$ cat config.mk
export PLATFORM = sky130hd
export DESIGN_NAME = s2_cfg_loader
export DESIGN_NICKNAME = d
export VERILOG_FILES = /design/src/rtl/s2_cfg_loader.sv
export SDC_FILE = /design/constraint.sdc
export NUM_CORES = 1
export LEC_CHECK = 0
export BUFFER_PORTS_ARGS = -buffer_cell sky130_fd_sc_hd__buf_2
export CAP_MARGIN = 30
export CORE_MARGIN = 8
export CORE_UTILIZATION = 45
export CTS_CLUSTER_DIAMETER = 100
export DETAILED_ROUTE_END_ITERATION = 8
export PLACE_DENSITY = 0.7
export SYNTH_ARGS = -nofsm -noshare
export SYNTH_HDL_FRONTEND = slang
export SYNTH_SLANG_ARGS = --single-unit
$ cat constraint.sdc
create_clock -name clk -period 6.2 [get_ports clk]
set_input_delay 0.62 -clock clk [delete_from_list [all_inputs] [get_ports clk]]
set_output_delay 0.62 -clock clk [all_outputs]
set_load 0.02 [all_outputs]
$ cat src/rtl/s2_cfg_loader.sv
// Bit-serial configuration loader for the s2 cell array: assembles a shadow
// frame LSB-first, checks trailing even parity, and commits atomically to cfg_bus.
module s2_cfg_loader #(
  parameter int NCELLS = 4,
  parameter int CFG_W  = 8
) (
  input  logic                      clk,
  input  logic                      clr,
  input  logic                      start,
  input  logic                      abort,
  input  logic                      cfg_in,
  input  logic                      cfg_valid,
  output logic                      cfg_ready,
  output logic [NCELLS*CFG_W-1:0]   cfg_bus,
  output logic                      cell_en,
  output logic                      busy,
  output logic                      done,
  output logic                      err
);

  localparam int TOTAL = NCELLS * CFG_W;
  localparam int CNT_W = $clog2(TOTAL + 1);
  localparam int IDX_W = $clog2(TOTAL);

  typedef enum logic [2:0] {IDLE, LOAD, PAR, DONE, ERR} state_t;

  state_t             state_reg;
  logic [CNT_W-1:0]   cnt_reg;
  logic [TOTAL-1:0]   shadow_reg;
  logic [TOTAL-1:0]   bus_reg;
  logic               configured_reg;
  logic               cell_en_reg;
  logic               busy_reg;
  logic               done_reg;
  logic               err_reg;

  logic               xfer;

  assign cfg_ready = (state_reg == LOAD) || (state_reg == PAR);
  assign xfer      = cfg_ready && cfg_valid;
  assign cfg_bus   = bus_reg;
  assign cell_en   = cell_en_reg;
  assign busy      = busy_reg;
  assign done      = done_reg;
  assign err       = err_reg;

  always_ff @(posedge clk) begin
    if (!clr) begin
      state_reg      <= IDLE;
      cnt_reg        <= '0;
      shadow_reg     <= '0;
      bus_reg        <= '0;
      configured_reg <= 1'b0;
      cell_en_reg    <= 1'b0;
      busy_reg       <= 1'b0;
      done_reg       <= 1'b0;
      err_reg        <= 1'b0;
    end else begin
      case (state_reg)
        IDLE, DONE, ERR: begin
          if (start) begin
            state_reg   <= LOAD;
            cnt_reg     <= '0;
            shadow_reg  <= '0;
            done_reg    <= 1'b0;
            err_reg     <= 1'b0;
            busy_reg    <= 1'b1;
            cell_en_reg <= 1'b0;
          end
        end
        LOAD: begin
          if (abort) begin
            // Abort beats a simultaneous transfer; the partial frame is dropped.
            state_reg   <= IDLE;
            shadow_reg  <= '0;
            busy_reg    <= 1'b0;
            cell_en_reg <= configured_reg;
          end else if (xfer) begin
            shadow_reg[cnt_reg[IDX_W-1:0]] <= cfg_in;
            cnt_reg <= cnt_reg + 1'b1;
            if (cnt_reg == CNT_W'(TOTAL - 1)) begin
              state_reg <= PAR;
            end
          end
        end
        PAR: begin
          if (abort) begin
            state_reg   <= IDLE;
            shadow_reg  <= '0;
            busy_reg    <= 1'b0;
            cell_en_reg <= configured_reg;
          end else if (xfer) begin
            busy_reg <= 1'b0;
            if (((^shadow_reg) ^ cfg_in) == 1'b0) begin
              state_reg      <= DONE;
              bus_reg        <= shadow_reg;
              configured_reg <= 1'b1;
              cell_en_reg    <= 1'b1;
              done_reg       <= 1'b1;
            end else begin
              state_reg   <= ERR;
              err_reg     <= 1'b1;
              cell_en_reg <= configured_reg;
            end
          end
        end
        default: state_reg <= IDLE;
      endcase
    end
  end

endmodule

# Word level (Yosys, flattened, before mapping)
# Cells that the tools add are included.
# Widths: inputs -> output; s select.
# op_classes
reduce_logical	17
mux	39
n_eq_ne	17
add_sub_neg	1
bitwise	3
magnitude_cmp	2
# op_table
cell	n
$mux 32	4
$pmux 32 s3	1
$bwmux 32	1
$reduce_xor 32->1	1
$mux 3	7
$reduce_and 4->1	5
$mux 6	3
$mux 1	16
$ne 2x2->1 const B	8
$pmux 6 s2	1
$reduce_and 5->1	2
$pmux 3 s3	1
$add 6x1->6 const B	1
$eq 3x2->1 const B	2
$eq 6x5->1 const B	1
$lt 5x6->1 const B	1
$ne 3x3->1 const B	2
$pmux 1 s3	2
$demux 1 s5	1
$ge 5x1->1 const B	1
$pmux 1 s2	2
$reduce_bool 2->1	2
$eq 3x1->1 const B	1
$eq 3x3->1 const B	1
10 further kinds	12
# totals
out_inout_bits	37
in_bits	6
word_cells	88
ff_bits	78

# Logic depth before layout (Yosys ltp)
# Gate-level depths: netlist of run 1.
# logic_depth
ltp_word	8
ltp_mapped	8

# Least setup slack after synthesis of run 1
# Ideal clock, no wire load.
# synth_path
path_kind	input -> register
from	in cfg_in
to	reg bus_reg[23] (netlist: cfg_bus[23])
setup_ns	0.072
path_stages	7
setup_slack_ns	3.855
arrival_ns	2.273
cell_sequence	xnor2_1 xnor2_1 xnor2_1 xnor3_2 mux2i_4 buf_8 mux2i_1
# synth_between
elab_chain_len	3
# synth_rtl
element	line	text
start, declared	11	input logic cfg_in,
$xor 1x1->1	94	if (((^shadow_reg) ^ cfg_in) == 1'b0) begin
$not 1->1 (no source line)	-	
$reduce_and 4->1 (no source line)	-	
end signal, assigned	96	bus_reg <= shadow_reg;
end, declared	30	logic [TOTAL-1:0] bus_reg;
# No other way between the ends.
# A chain may end at the register's enable or synchronous reset.

# Final worst setup path of run 1
# layout_path
from	reg shadow_reg[25]
to	reg bus_reg[18] (netlist: cfg_bus[18])
# layout_between
elab_chain_len	4
# layout_rtl
element	line	text
start, declared	29	logic [TOTAL-1:0] shadow_reg;
start signal, assigned by index	79	shadow_reg[cnt_reg[IDX_W-1:0]] <= cfg_in;
$reduce_xor 32->1	94	
$xor 1x1->1	94	
$not 1->1 (no source line)	-	
$reduce_and 4->1 (no source line)	-	
# No other way between the ends.

==> flow_summary.yaml, run 1 <==
outcome:
  status: "complete, no violations"
placed_design:
  dp_cells: 582
  place_hpwl_um: 5930
  io_buffer_count: 42
  place_area_mm2: 0.00404
  gp_congestion: 0.868
  place_ws_ns: 3.17
clock_network:
  cts_root_buffer: "clkbuf_8"
  clk_latency_ns: 0.36
  post-cts-setup-buffers: 0
  cts_max_level: 3
  cts_tree: "built"
  clockBufferDepth: 2
  cts-resized-gates: 0
  clk_pin_slew_ns: 0.08
  holdBufCountCts: 0
  numCtsBuffers: 9
  cts_sinks: 78
floorplan:
  die_y_um: 108
  die_w_um: 108
  ios: 43
  die_area_mm2: 0.0117
  rows: 33
  start_util: 0.464
  core_mm2: 0.00826
yosys:
  synth-simple-area-share: 0.166
  synth_fp_nets: 476
  seq_area_frac_synth: 0.407
  synthMuxAreaShare: 0.0924
  synthCells: 466
  syn_area_per_cell_um2: 8.23
  syn_area_mm2: 0.00383
  synth_fa_ha_area_frac: 0.0131
  ys_seq_elements: 78
  synth_compound_area_frac: 0.173
  yosysWarningCount: 0
  synth_cell_types: 46
  synth_xor_area_frac: 0.0894
  synth_top_family_by_area: "compound AO/OA/AOI/OAI gates"
setup_path:
  max_stage_delay_ns: 0.53
  crit_type: "flip-flop to flip-flop"
  end_kind: "flip-flop"
  cp_top_family: "XOR/XNOR gates"
  arrival_ns: 3.07
  crit_buf_inv: 1
  crit_slowest_cell: "xnor3_1"
  cp_data_required_time_ns: 6.48
  worstPathCellList: "xor2_1, xnor2_1, xnor3_1, nand3b_1, mux2i_4, buf_4, mux2i_1"
  crit_fanout: 24
  worst_setup_path_start_kind: "flip-flop"
grt:
  grt_start_max_net_pins: 73
  antenna_found_initial: 0
  grt_first_pass_wirelength_um: 15000
  grt_pass1_vias: 3154
  grt_use_total: 0.159
  grt-ovfl-total: 0
layout:
  fin_area_mm2: 0.00426
  final_layout_size_suffix_gt1_frac: 0.142
  fillers: 788
  area_growth_pct: 11.0
  final_nets: 499
  post-route-util: 0.515
  diodes: 0
  layout.cells.non_filler: 599
timing:
  rsz0062_at_grt: "no"
  tightest_slew_ns: 0.996
  fin_setup_tns_ns: 0
  fin_crit_ns: 2.79
  max_slew_margin: 0.332
  hold_viol_final: 0
  fin_crit_sh: 0.450
  fmax_mhz: 358
  setup_ws_ns: 3.41
  finalClockSkew_ns: 0.0105
  maxSlewViolCount: 0
  setup-violations-final: 0
  hold_slack_ns: 0.454
detailed_routing:
  ant_nets: 0
  drt_iter0_markers: 237
  dr.pass1.iters: 4
  vias: 3284
  routed_wl_um: 9090
  drt-wirelength-per-cell_um: 15.2
  viasPerCell: 5.48
  drc: 0
power_and_ir_drop:
  power.total_mw: 1.28
  vdd_drop_max_mv: 0.243
  p_leak_nw: 1.55
  power.density_mw_per_mm2: 300
worst_hold_path:
  min_path_type: "flip-flop to flip-flop"
flow_run:
  drv_cap: 0
## worst paths after layout
path / slack (ns) / from / endpoint / depth (start not counted)
worst max register to register: 3.41 / shadow_reg[25]$_SDFFE_PN0P_ / cfg_bus[18]$_SDFFE_PN0P_ / 7
worst min-delay path: 0.45 / cfg_bus[11]$_SDFFE_PN0P_ / cfg_bus[11]$_SDFFE_PN0P_ / 2
worst max-delay path: 3.41 / shadow_reg[25]$_SDFFE_PN0P_ / cfg_bus[18]$_SDFFE_PN0P_ / 7
worst min register to register: 0.45 / cfg_bus[11]$_SDFFE_PN0P_ / cfg_bus[11]$_SDFFE_PN0P_ / 2
## synth_stat cells, drive strengths merged
cell	number	area share
buf	9	0.020
nand2b	4	0.0065
and2	1	0.0016
nand3	3	0.0039
clkinv	1	0.00098
o22a	1	0.0023
a2bb2oi	1	0.0023
o21ai	38	0.050
nand4	2	0.0033
o211a	1	0.0026
xnor3	2	0.012
nand2	110	0.11
and3	2	0.0033
a221oi	1	0.0023
nor3	2	0.0026
a21oi	69	0.090
mux2i	33	0.089
a31oi	1	0.0016
nor3b	3	0.0059
clkbuf	24	0.024
dfxtp	78	0.41
mux2	1	0.0029
dlygate4sd1	4	0.0091
and3b	1	0.0023
o211ai	1	0.0020
nor2	15	0.015
a22oi	1	0.0020
o2111a	1	0.0029
or3	1	0.0016
o21a	4	0.0078
ha	4	0.013
a21boi	2	0.0039
xor2	7	0.016
inv	5	0.0049
xnor2	26	0.061
o21bai	1	0.0020
nand3b	1	0.0020
o22ai	1	0.0016
nor4bb	4	0.010
## kinds of logic after synthesis
logic type	Yosys count
AO/OA/AOI/OAI	123
XOR/XNOR	35
adder cells (fa/ha/maj)	4
buffers and inverters	43
flip-flops	78
multiplexers	34
AND/OR/NAND/NOR	149
## report_power, final
group | leakage, nW | switching [mW] | internal [mW] | total, mW
Clock | 0.110 | 0.185 | 0.237 | 0.422
Sequential | 0.629 | 0.0269 | 0.517 | 0.544
Combinational | 0.814 | 0.212 | 0.0996 | 0.312
## final cells by class
| class | count | area (um^2) | area share |
|---|---|---|---|
| well taps | 105 | 131 | 0.0309 |
| flip-flops and latches | 78 | 1560 | 0.367 |
| multi-input cells | 345 | 2060 | 0.485 |
| clock buffers | 12 | 145 | 0.0341 |
| clock inverters | 4 | 70.1 | 0.0165 |
| inverters | 6 | 22.5 | 0.00529 |
| repair buffers | 49 | 260 | 0.0612 |
## cell usage in the layout (no fill, tap or decap), drive strengths merged, types with 3 or more instances in the layout
master	netlist	routed
a21oi	69	69
buf	9	49
clkbuf	24	12
clkinv	1	3
dfxtp	78	78
ha	4	4
inv	5	5
mux2i	33	33
nand2	110	110
nand2b	4	4
nand3	3	3
nor2	15	15
nor3b	3	3
nor4bb	4	4
o21a	4	4
o21ai	38	38
xnor2	26	26
xor2	7	7
## worst min-delay path, stage by stage (launching register included)
cell	delay, ns
dfxtp_1	0.31
nand2_1	0.05
mux2i_1	0.05
## layer usage
layer  routed length (um)  vias to the layer above  share of wire  GRT usage
met5                    0                        -              0          0
met4                  129                        0          0.014     0.0567
met3                  612                        9          0.067     0.0440
met2                 4230                       89           0.47      0.251
met1                 4120                     1565           0.45      0.203
li1                     -                     1621              -          -
No activity file was read; power rests on OpenSTA's default activity.
==> run 2, diff against run 1 <==
clock period = 2.8 ns   (was 6.2 ns; I/O delays follow)
==> flow_summary.yaml, run 2 (synthesis gave the netlist of run 1 again) <==
outcome:
  status: "complete, no violations"
power_and_ir_drop:
  vdd_drop_max_mv: 0.654
  cell_internal_pwr_mw: 1.87
  clock_power_share: 0.327
  switchingPower_uw: 927
  power_frac_seq: 0.428
  power.density_mw_per_mm2: 653
  switching_share: 0.331
  combPwrFrac: 0.245
  power.total_mw: 2.80
  p_leak_nw: 1.58
clock_network:
  clockBufferDepth: 2
  clk_pin_slew_ns: 0.08
  numCtsBuffers: 9
  clk_latency_ns: 0.36
  cts_sinks: 78
  cts_max_level: 3
  post-cts-setup-buffers: 0
  holdBufCountCts: 0
  cts_root_buffer: "clkbuf_8"
  cts_tree: "built"
  cts-resized-gates: 0
setup_path:
  max_stage_delay_ns: 0.49
  worst_setup_path_start_kind: "flip-flop"
  end_kind: "flip-flop"
  crit_buf_inv: 1
  arrival_ns: 2.63
  cp_data_required_time_ns: 3.09
  cp_top_family: "XOR/XNOR gates"
  rrSetupSlack_ns: 0.45
  crit_fanout: 22
  worstPathCellList: "xor2_1, xnor2_1, xnor3_1, nand3b_1, mux2i_4, buf_4, mux2i_1"
  crit_slowest_cell: "xnor3_1"
  crit_type: "flip-flop to flip-flop"
timing:
  rsz0062_at_grt: "no"
  hold_slack_ns: 0.312
  setup_ws_ns: 0.451
  fin_crit_ns: 2.35
  hold_viol_final: 0
  max_slew_margin: 0.430
  setup-violations-final: 0
  fin_setup_tns_ns: 0
  finalClockSkew_ns: 0.00896
  fmax_mhz: 426
  fin_crit_sh: 0.839
  tightest_slew_ns: 0.854
  maxSlewViolCount: 0
layout:
  post-route-util: 0.519
  layout.cells.non_filler: 603
  final_nets: 503
  fin_area_mm2: 0.00429
  diodes: 0
  final_cell_mix: "nand2_1, dfxtp_1, a21oi_1"
  area_growth_pct: 11.8
  layout_commonest_cell: "nand2_1"
  final_layout_size_suffix_gt1_frac: 0.147
floorplan:
  ios: 43
  die_w_um: 108
  rows: 33
  die_y_um: 108
  die_area_mm2: 0.0117
  start_util: 0.464
  core_mm2: 0.00826
grt:
  grt_start_max_net_pins: 41
  grt-ovfl-total: 0
  grt_use_total: 0.160
  grt_first_pass_wirelength_um: 15100
  grt_pass1_vias: 3163
  antenna_found_initial: 0
detailed_routing:
  drc: 0
  drt-wirelength-per-cell_um: 15.2
  vias: 3318
  ant_nets: 0
  routed_wl_um: 9140
  drt_iter0_markers: 221
  dr.pass1.iters: 4
  viasPerCell: 5.50
placed_design:
  gp_congestion: 0.876
  place_hpwl_um: 6100
  io_buffer_count: 42
  dp_cells: 587
  place_area_mm2: 0.00407
  place_ws_ns: 0.496
worst_hold_path:
  min_path_type: "input port to flip-flop"
flow_run:
  drv_cap: 0
[run 2: cell count changes in the layout (fill, tap and decap cells not counted), sizes merged]
cell,previous run,this run
bufinv,2,1
clkbuf,12,13
buf,49,53
[run 2: path summary, 6_finish.rpt]
kind	cells past startpoint	to	start
min reg2reg	2	cfg_bus[30]$_SDFFE_PN0P_	cfg_bus[30]$_SDFFE_PN0P_
max reg2reg	7	cfg_bus[7]$_SDFFE_PN0P_	shadow_reg[25]$_SDFFE_PN0P_
min	3	state_reg[0]$_SDFFE_PN0P_	abort
max	7	cfg_bus[7]$_SDFFE_PN0P_	shadow_reg[25]$_SDFFE_PN0P_
[run 2: routing by layer]
layer	vias up	global-route usage	share of wire
li1	1629	-	-
met1	1574	0.200	0.45
met2	101	0.245	0.46
met3	14	0.0512	0.068
met4	0	0.0733	0.019
met5	-	0	0
[run 2: area by class of cell]
type | count | area (um^2)
sequential | 78 | 1560
timing repair buffer | 53 | 305
clock buffer | 13 | 179
clock inverter | 3 | 40.0
multi-input combinational | 345 | 2050
tap | 105 | 131
inverter | 6 | 22.5
fill | 798 | 3970
[run 2: power by group through the flow]
stage | clock network (mW) | registers, mW | logic (mW)
6_report | 0.916 | 1.20 | 0.685
2_1_floorplan | 0 | 1.21 | 0.513
3_5_place_dp | 0 | 1.22 | 0.670
5_1_grt | 0.986 | 1.21 | 0.748
3_3_place_gp | 0 | 1.22 | 0.662
4_1_cts | 0.938 | 1.20 | 0.680
[run 2: tightest hold or removal path, stage by stage]
cell      delay (ns)
buf_2           0.15
nand2_1         0.07
o2111a_1        0.12
